===== config.mk =====
export PLATFORM = sky130hd
export DESIGN_NAME = serial_subtractor
export DESIGN_NICKNAME = d
export VERILOG_FILES = /design/src/rtl/serial_subtractor_pkg.sv /design/src/rtl/serial_subtractor_full_subtractor.sv /design/src/rtl/serial_subtractor.sv
export SDC_FILE = /design/constraint.sdc
export NUM_CORES = 1
export LEC_CHECK = 0
export ABC_AREA = 1
export CAP_MARGIN = 30
export CORE_MARGIN = 3
export CORE_UTILIZATION = 52
export DETAILED_ROUTE_END_ITERATION = 6
export GPL_ROUTABILITY_DRIVEN = 1
export GPL_TIMING_DRIVEN = 0
export HOLD_SLACK_MARGIN = 0.15
export PLACE_DENSITY = 0.81
export SLEW_MARGIN = 30
export SYNTH_ARGS = -nofsm -noshare
export SYNTH_HDL_FRONTEND = slang
export SYNTH_SLANG_ARGS = --single-unit

===== constraint.sdc =====
create_clock -name clk -period 1.3 [get_ports clk]
set_input_delay 0.39 -clock clk [delete_from_list [all_inputs] [get_ports clk]]
set_output_delay 0.39 -clock clk [all_outputs]
set_load 0.02 [all_outputs]

===== src/rtl/serial_subtractor_pkg.sv =====
// Shared definitions for the bit-serial subtractor: FSM state encoding and
// the bit-counter width helper.
package serial_subtractor_pkg;

    typedef enum logic [1:0] {
        SUB_IDLE = 2'd0,
        SUB_BUSY = 2'd1,
        SUB_DONE = 2'd2
    } sub_state_e;

    // Counter must hold 0..width-1 and is never narrower than one bit.
    function automatic int sub_cnt_width(input int width);
        return (width <= 1) ? 1 : $clog2(width);
    endfunction

endpackage


===== src/rtl/serial_subtractor_full_subtractor.sv =====
// One-bit full subtractor built from two half-subtractor cells; purely
// combinational slice used by the serial datapath.
module full_subtractor (
    output logic d,
    output logic bo,
    input  logic x,
    input  logic y,
    input  logic bi
);

    logic d_half;
    logic bo_first;
    logic bo_second;

    // First cell computes x - y, second subtracts the incoming borrow.
    assign d_half    = x ^ y;
    assign bo_first  = ~x & y;
    assign d         = d_half ^ bi;
    assign bo_second = ~d_half & bi;
    assign bo        = bo_first | bo_second;

endmodule


===== src/rtl/serial_subtractor.sv =====
// Bit-serial unsigned subtractor (diff = a - b, LSB first, registered borrow).
// Optional signed-overflow output is enabled by defining SERIAL_SUB_OVF_EN.
module serial_subtractor
    import serial_subtractor_pkg::*;
#(
    parameter int WIDTH = 8
) (
    input  logic             clk,
    input  logic             rst_n,
    input  logic             in_valid,
    output logic             in_ready,
    input  logic [WIDTH-1:0] a,
    input  logic [WIDTH-1:0] b,
    output logic             out_valid,
    input  logic             out_ready,
    output logic [WIDTH-1:0] diff,
    output logic             borrow_out,
    output logic             overflow
);

    localparam int CW = sub_cnt_width(WIDTH);

    // Handshakes: a transfer happens on a rising edge where valid && ready are
    // both high; the producer holds its payload until then, and the consumer
    // never sees ready depend combinationally on its own valid.
    sub_state_e       state;
    sub_state_e       state_next;

    logic [WIDTH-1:0] a_sr;
    logic [WIDTH-1:0] b_sr;
    logic [WIDTH-1:0] diff_sr;
    logic [WIDTH-1:0] d_msb;
    logic [WIDTH-1:0] diff_q;
    logic [CW-1:0]    cnt;
    logic             borrow;
    logic             borrow_q;
    logic             out_valid_q;
    logic             bit_d;
    logic             bit_bo;
    logic             accept;
    logic             last_bit;
    logic             release_res;

    assign accept      = in_valid && in_ready;
    assign last_bit    = (cnt == CW'(WIDTH - 1));
    assign release_res = out_valid_q && out_ready;

    full_subtractor u_slice (
        .d  (bit_d),
        .bo (bit_bo),
        .x  (a_sr[0]),
        .y  (b_sr[0]),
        .bi (borrow)
    );

    always_ff @(posedge clk or negedge rst_n) begin
        if (!rst_n) begin
            state <= SUB_IDLE;
        end else begin
            state <= state_next;
        end
    end

    always_comb begin
        state_next = state;
        case (state)
            SUB_IDLE: if (accept)      state_next = SUB_BUSY;
            SUB_BUSY: if (last_bit)    state_next = SUB_DONE;
            SUB_DONE: if (release_res) state_next = SUB_IDLE;
            default:                   state_next = SUB_IDLE;
        endcase
    end

    always_comb begin
        in_ready = (state == SUB_IDLE);
    end

    // New result bit enters at the MSB so the LSB-first stream lands in place.
    always_comb begin
        d_msb            = '0;
        d_msb[WIDTH-1]   = bit_d;
    end

    always_ff @(posedge clk or negedge rst_n) begin
        if (!rst_n) begin
            a_sr        <= '0;
            b_sr        <= '0;
            diff_sr     <= '0;
            cnt         <= '0;
            borrow      <= 1'b0;
            diff_q      <= '0;
            borrow_q    <= 1'b0;
            out_valid_q <= 1'b0;
        end else begin
            case (state)
                SUB_IDLE: begin
                    if (accept) begin
                        a_sr    <= a;
                        b_sr    <= b;
                        diff_sr <= '0;
                        cnt     <= '0;
                        borrow  <= 1'b0;
                    end
                end
                SUB_BUSY: begin
                    a_sr    <= a_sr >> 1;
                    b_sr    <= b_sr >> 1;
                    diff_sr <= (diff_sr >> 1) | d_msb;
                    borrow  <= bit_bo;
                    cnt     <= cnt + 1'b1;
                end
                SUB_DONE: begin
                    // Output registers load on the first DONE cycle and clear on release.
                    if (!out_valid_q) begin
                        out_valid_q <= 1'b1;
                        diff_q      <= diff_sr;
                        borrow_q    <= borrow;
                    end else if (out_ready) begin
                        out_valid_q <= 1'b0;
                        diff_q      <= '0;
                        borrow_q    <= 1'b0;
                    end
                end
                default: begin
                    out_valid_q <= 1'b0;
                end
            endcase
        end
    end

    assign out_valid  = out_valid_q;
    assign diff       = diff_q;
    assign borrow_out = borrow_q;

`ifdef SERIAL_SUB_OVF_EN
    logic a_msb;
    logic b_msb;
    logic ovf_q;

    always_ff @(posedge clk or negedge rst_n) begin
        if (!rst_n) begin
            a_msb <= 1'b0;
            b_msb <= 1'b0;
            ovf_q <= 1'b0;
        end else begin
            if (accept) begin
                a_msb <= a[WIDTH-1];
                b_msb <= b[WIDTH-1];
            end
            if (state == SUB_DONE && !out_valid_q) begin
                ovf_q <= (a_msb ^ b_msb) & (a_msb ^ diff_sr[WIDTH-1]);
            end else if (release_res) begin
                ovf_q <= 1'b0;
            end
        end
    end

    assign overflow = ovf_q;
`else
    assign overflow = 1'b0;
`endif

endmodule


## Yosys cells after proc, flatten, opt, wreduce, memory -nomap -nowiden

Cells that the tools add are included.

- $add $sub $neg: 1
- $mul: 0
- Div/mod/pow operators: 0
- Magnitude comparators: 0
- Equality and inequality tests: 7
- Shift-type cells: 0
- Multiplexer cells: 21
- Bitwise gates (word level): 8
- Reductions and logical operators: 8

Operators by type and width:

| kind | count |
|---|---|
| case mux 8 bit (2 select lines) | 3 |
| 2-to-1 mux 8 bit | 5 |
| OR 7 x 8 -> 8 bit | 1 |
| 2-to-1 mux 2 bit | 3 |
| inequality test 2 bit, second input constant | 3 |
| case mux 2 bit (3 select lines) | 1 |
| case mux 3 bit (2 select lines) | 1 |
| 2-to-1 mux 1 bit | 5 |
| case mux 1 bit (2 select lines) | 2 |
| AND reduction 2 bit | 2 |
| adder 3 x 1 -> 3 bit, second input constant | 1 |
| equality test 3 bit, second input constant | 1 |
| 2-to-1 mux 3 bit | 1 |
| AND reduction 3 bit | 1 |
| AND 1 bit | 2 |
| equality test 2 x 1 -> 1 bit, second input constant | 1 |
| equality test 2 bit, second input constant | 1 |
| logical AND 1 bit | 2 |
| zero test 2 bit | 1 |
| inequality test 2 x 1 -> 1 bit, second input constant | 1 |
| inverter 1 bit | 2 |
| nonzero test 2 bit | 1 |
| OR reduction 2 bit | 1 |
| XOR 1 bit | 2 |
| OR 1 bit | 1 |

- Flip-flop bits (word level): 40
- Latch bits: 0
- Bits in writable memories: 0
- ROM bits: 0
- Input bits: 20
- Output and inout port bits: 12
- Logic and storage cells: 54
- Memories kept: 0

## Longest topological paths before layout

- Depth after elaboration: 5
- Depth in mapped cells: 7
- Mapped depth without buffers: 6

## Modules after synthesis

Synthesis repeated with hierarchy kept, for this count alone.

- Cells, all modules: 227
- Area total of the unflattened synthesis: 1,828.0 sq um

Modules (own cells, without submodules):

| module | instances | cells each | area each (sq um) | sequential area each (sq um) |
|---|---|---|---|---|
| serial_subtractor | 1 | 223 | 1,796.7 | 1,001.0 |
| full_subtractor | 1 | 4 | 31.3 | 0.0 |

## Worst setup path after synthesis

Ideal clock, no wire load.

- Path type: register -> output
- Start point: reg state[0]
- End point: out in_ready
- Arrival time: 0.814 ns
- Required time: 0.910 ns
- Setup slack: 0.096 ns
- Cell stages (with the launch flop): 3
- Buffers on the path: 1
- Cells stage by stage: dfrtp_1 buf_6 nor2_1

- Word-level cells in the longest chain between the ends: 1

RTL lines:

| what | RTL line | RTL |
|---|---|---|
| start: declaration | serial_subtractor.sv:26 | `sub_state_e state;` |
| start signal: assignment | serial_subtractor.sv:60 | `state <= state_next;` |
| zero test 2 bit | serial_subtractor.sv:75 | `in_ready = (state == SUB_IDLE);` |
| end: declaration | serial_subtractor.sv:11 | `output logic in_ready,` |

No other way between the ends.

## Worst setup path in the final report

Same ends and word-level chain as after synthesis.

==> results.md <==
- Mapped cell area: 1818 sq um
- Top-Level Pins: 32
- Critical path's largest stage delay: about 450 ps
- HPWL Detailed: 2530 um
- Minimum clock period: 1421 ps
- Max-slew headroom: 62.68%
- Layout fillers: 248
- Fmax: 703.6 MHz
- Worst EP required: 910 ps
- Critical Path Slowest Stage Cell: dfrtp_2
- Die width: 65.13 um
- Worst slew pin tran: ~560 ps
- Seq pwr share: between 30% and 40%
- Status: complete, but fails checks
- DR vias: between 1500 and 2000
- Pint: 3.297 mW
- Grt ovf: 0
- M3 GR Usage: 5.641%
- Type of the most critical hold path: flop to flop
- TritonCTS buffer count: 5
- Power Total: roughly 5.4 mW
- FF/Latch Area: 1003 sq um
- Peak supply drop: 1302 uV
- Worst Path Max Fanout: 4
- Area Growth Syn to Fin: 33.10%
- Worst Slack Setup Final: -121.3 ps
- Ant diodes: 0
- Initial Util: 56.76%
- H-tree levels: 2
- LEAKAGE: about 1.3 nW
- Post-Syn Instances: 224
- Final #Nets: 298
- Drt drc: 0
- GR Util met2: 27.71%
- Multi-input logic area: approximately 730 sq um
- Cell Area, Placed: 2196 sq um
- Number of global-route vias before repair: 1344
- Largest net degree at the start of global routing: 24
- Max-cap check violation count: 0
- Critical path arrival: just over 1000 ps
- Final core utilization: 75.55%
- Core area: 3203 sq um
- CTS tree: done
- CP cell instances: nor2_4 > buf_6
- Antenna violation net count after detailed routing: 0
- Cell area after layout: 2420 sq um
- Drt pass-1 iters: 4
- Synth unique cells: 16
- Setup Skew: approximately 6.0 ps
- Fin. Hold Viols: 0
- First-pass GRT wire length: between 6000 and 7000 um
- Sw Ratio: 39.43%
- Slew Viols, Final: 0
- Commonest non-fill, non-tap cells in the layout: nand2_1, dfrtp_1, clkdlybuf4s50_1
- PD cells: 2249 nW/um^2
- Via-per-instance ratio: 4.900
- Final setup violation count: 1
- CP Class: flop to primary output
- WL final: 3698 um
- CTS Sinks: 40
- Gate power share: 48.5%
- Die height: between 60 and 70 um
- Clock network fraction of design power: about an eighth
- Failing checks: setup timing
- CTS Buffer Depth: 2
- DRT iter0 DRCs: 102
- Tcrit/Tclk final: 109.3%
- Clk Latency, worst-skew pair: 340 ps
- Std cell rows: 20
- Avg Inst Size Synth: approximately 8.1 sq um
- RePlAce Congestion: 0.7561
- Unrepaired setup endpoints after global routing: true
- Total number of yosys warnings: 0
- PortBufs: 30
- Tot GR Track Use: 18.53%
- Die ar.: about 4200 sq um
- Initial antenna violation count: 0
- Psw: 2.146 mW
- Syn_nets: about 250
- M1 GR Usage: 25.77%
- Clock Pin Slew Worst Setup and Hold Paths: 110 ps
- Yosys reg bits: 40
- Startpoint type of the worst setup path: flop
- Register area share after synthesis: 55.06%
- Root Buffer: clkbuf_4
- Critical Path Sink Type: primary output
- Fin Setup TNS: -121.3 ps
- Busiest grt layer: met2
- Routed wire per std cell: 11.56 um
- Setup WS pre-CTS: -330.6 ps
- Layout cells sized above 1: about a fifth
- Most common cell after layout, fill and taps aside: nand2_1
-- power groups by stage --
stage	logic (mW)	registers (mW)	clock network, mW
after floorplan	1.38	2.26	0
after global placement	2.21	2.12	0
after detailed placement	2.27	2.14	0
after CTS	2.31	2.11	0.665
after global routing	2.96	2.23	0.722
final	2.64	2.15	0.652
-- sequential cells by signal, summed over array words and instances, names as in the netlist --
signal / flops
borrow: 1
a_sr: 8
out_valid: 1
state: 2
borrow_out: 1
diff_sr: 8
b_sr: 8
cnt: 3
diff: 8
-- through the flow --
| stage | instances | hold slack, ps |
|---|---|---|
| 2_1_floorplan | 224 | 94.41 |
| 3_3_place_gp | 298 | 454.3 |
| 3_5_place_dp | 299 | 403.4 |
| 4_1_cts | 313 | 487.6 |
| 5_1_grt | 320 | 523.5 |
| 6_report | 320 | 489.1 |
-- worst max-delay path: cells and delay by family, from the launching register on --
family	cells	cell delay, ps
DFF	1	450
buffers and inverters	1	120
and+or+nand+nor	1	120
-- path summary, 6_finish.rpt --
path	from	to	depth (start not counted)	slack (ps)
max in group asynchronous	rst_n	b_sr[3]$_DFFE_PN0P_	3	270
max reg2reg	state[0]$_DFFE_PN0P_	b_sr[7]$_DFFE_PN0P_	6	70
min in group asynchronous	rst_n	out_valid$_DFFE_PN0N_	2	550
min reg2reg	diff_sr[0]$_DFFE_PN0P_	diff_sr[0]$_DFFE_PN0P_	2	490
max	state[0]$_DFFE_PN0P_	in_ready	2	-120
min	diff_sr[0]$_DFFE_PN0P_	diff_sr[0]$_DFFE_PN0P_	2	490
-- per-layer routing --
metal  vias up  routed length, um
met3         6                210
met2        38               1730
met5         -                  0
li1        788                  -
met4         0                 51
met1       736               1707
-- logic make-up (layout without fill, tap and decap cells) --
| kind of cell | count (synthesis) | count (layout) | share of synthesized area [%] |
|---|---|---|---|
| AO/OA/AOI/OAI | 6 | 6 | 2.065 |
| adder cells (fa/ha/maj) | 3 | 3 | 2.477 |
| buffers and inverters | 16 | 68 | 6.125 |
| flip-flops | 40 | 40 | 55.06 |
| other | 1 | 1 | 0.2063 |
| AND/OR/NAND/NOR | 158 | 158 | 34.07 |
-- area by class of cell --
type / instances / area share (%)
flip-flops and latches: 40 / 41.47
multi-input cells: 168 / 30.25
repair buffers: 45 / 18.72
plain buffers: 9 / 3.723
well taps: 44 / 2.275
clock buffers: 6 / 2.120
inverters: 6 / 1.034
clock inverters: 2 / 0.4137
-- cell usage after synthesis --
cell       n  share of area, %
o21ai_2    2              0.96
o21ai_0    4               1.1
fa_1       1               1.1
nand2_2    1              0.34
nand2_1  140                29
buf_4      3               1.2
inv_1      5               1.0
nor2_1     2              0.41
inv_2      1              0.21
ha_1       2               1.4
nor3_2     1              0.55
nand3_1   14               3.9
conb_1     1              0.21
buf_6      5               3.1
dfrtp_1   40                55
buf_2      2              0.55
-- timing repair --
item | 4_1_cts | 5_1_grt
gates cloned | 0 | 2
endpoints found under the setup margin | 11 | 44
hold buffers | 1 | 0
hold endpoints to repair | 22 | 0
gates resized for setup | 52 | 25
pin swaps | 1 | 2
setup buffers | 5 | 6
No activity file was read; power rests on OpenSTA's default activity.
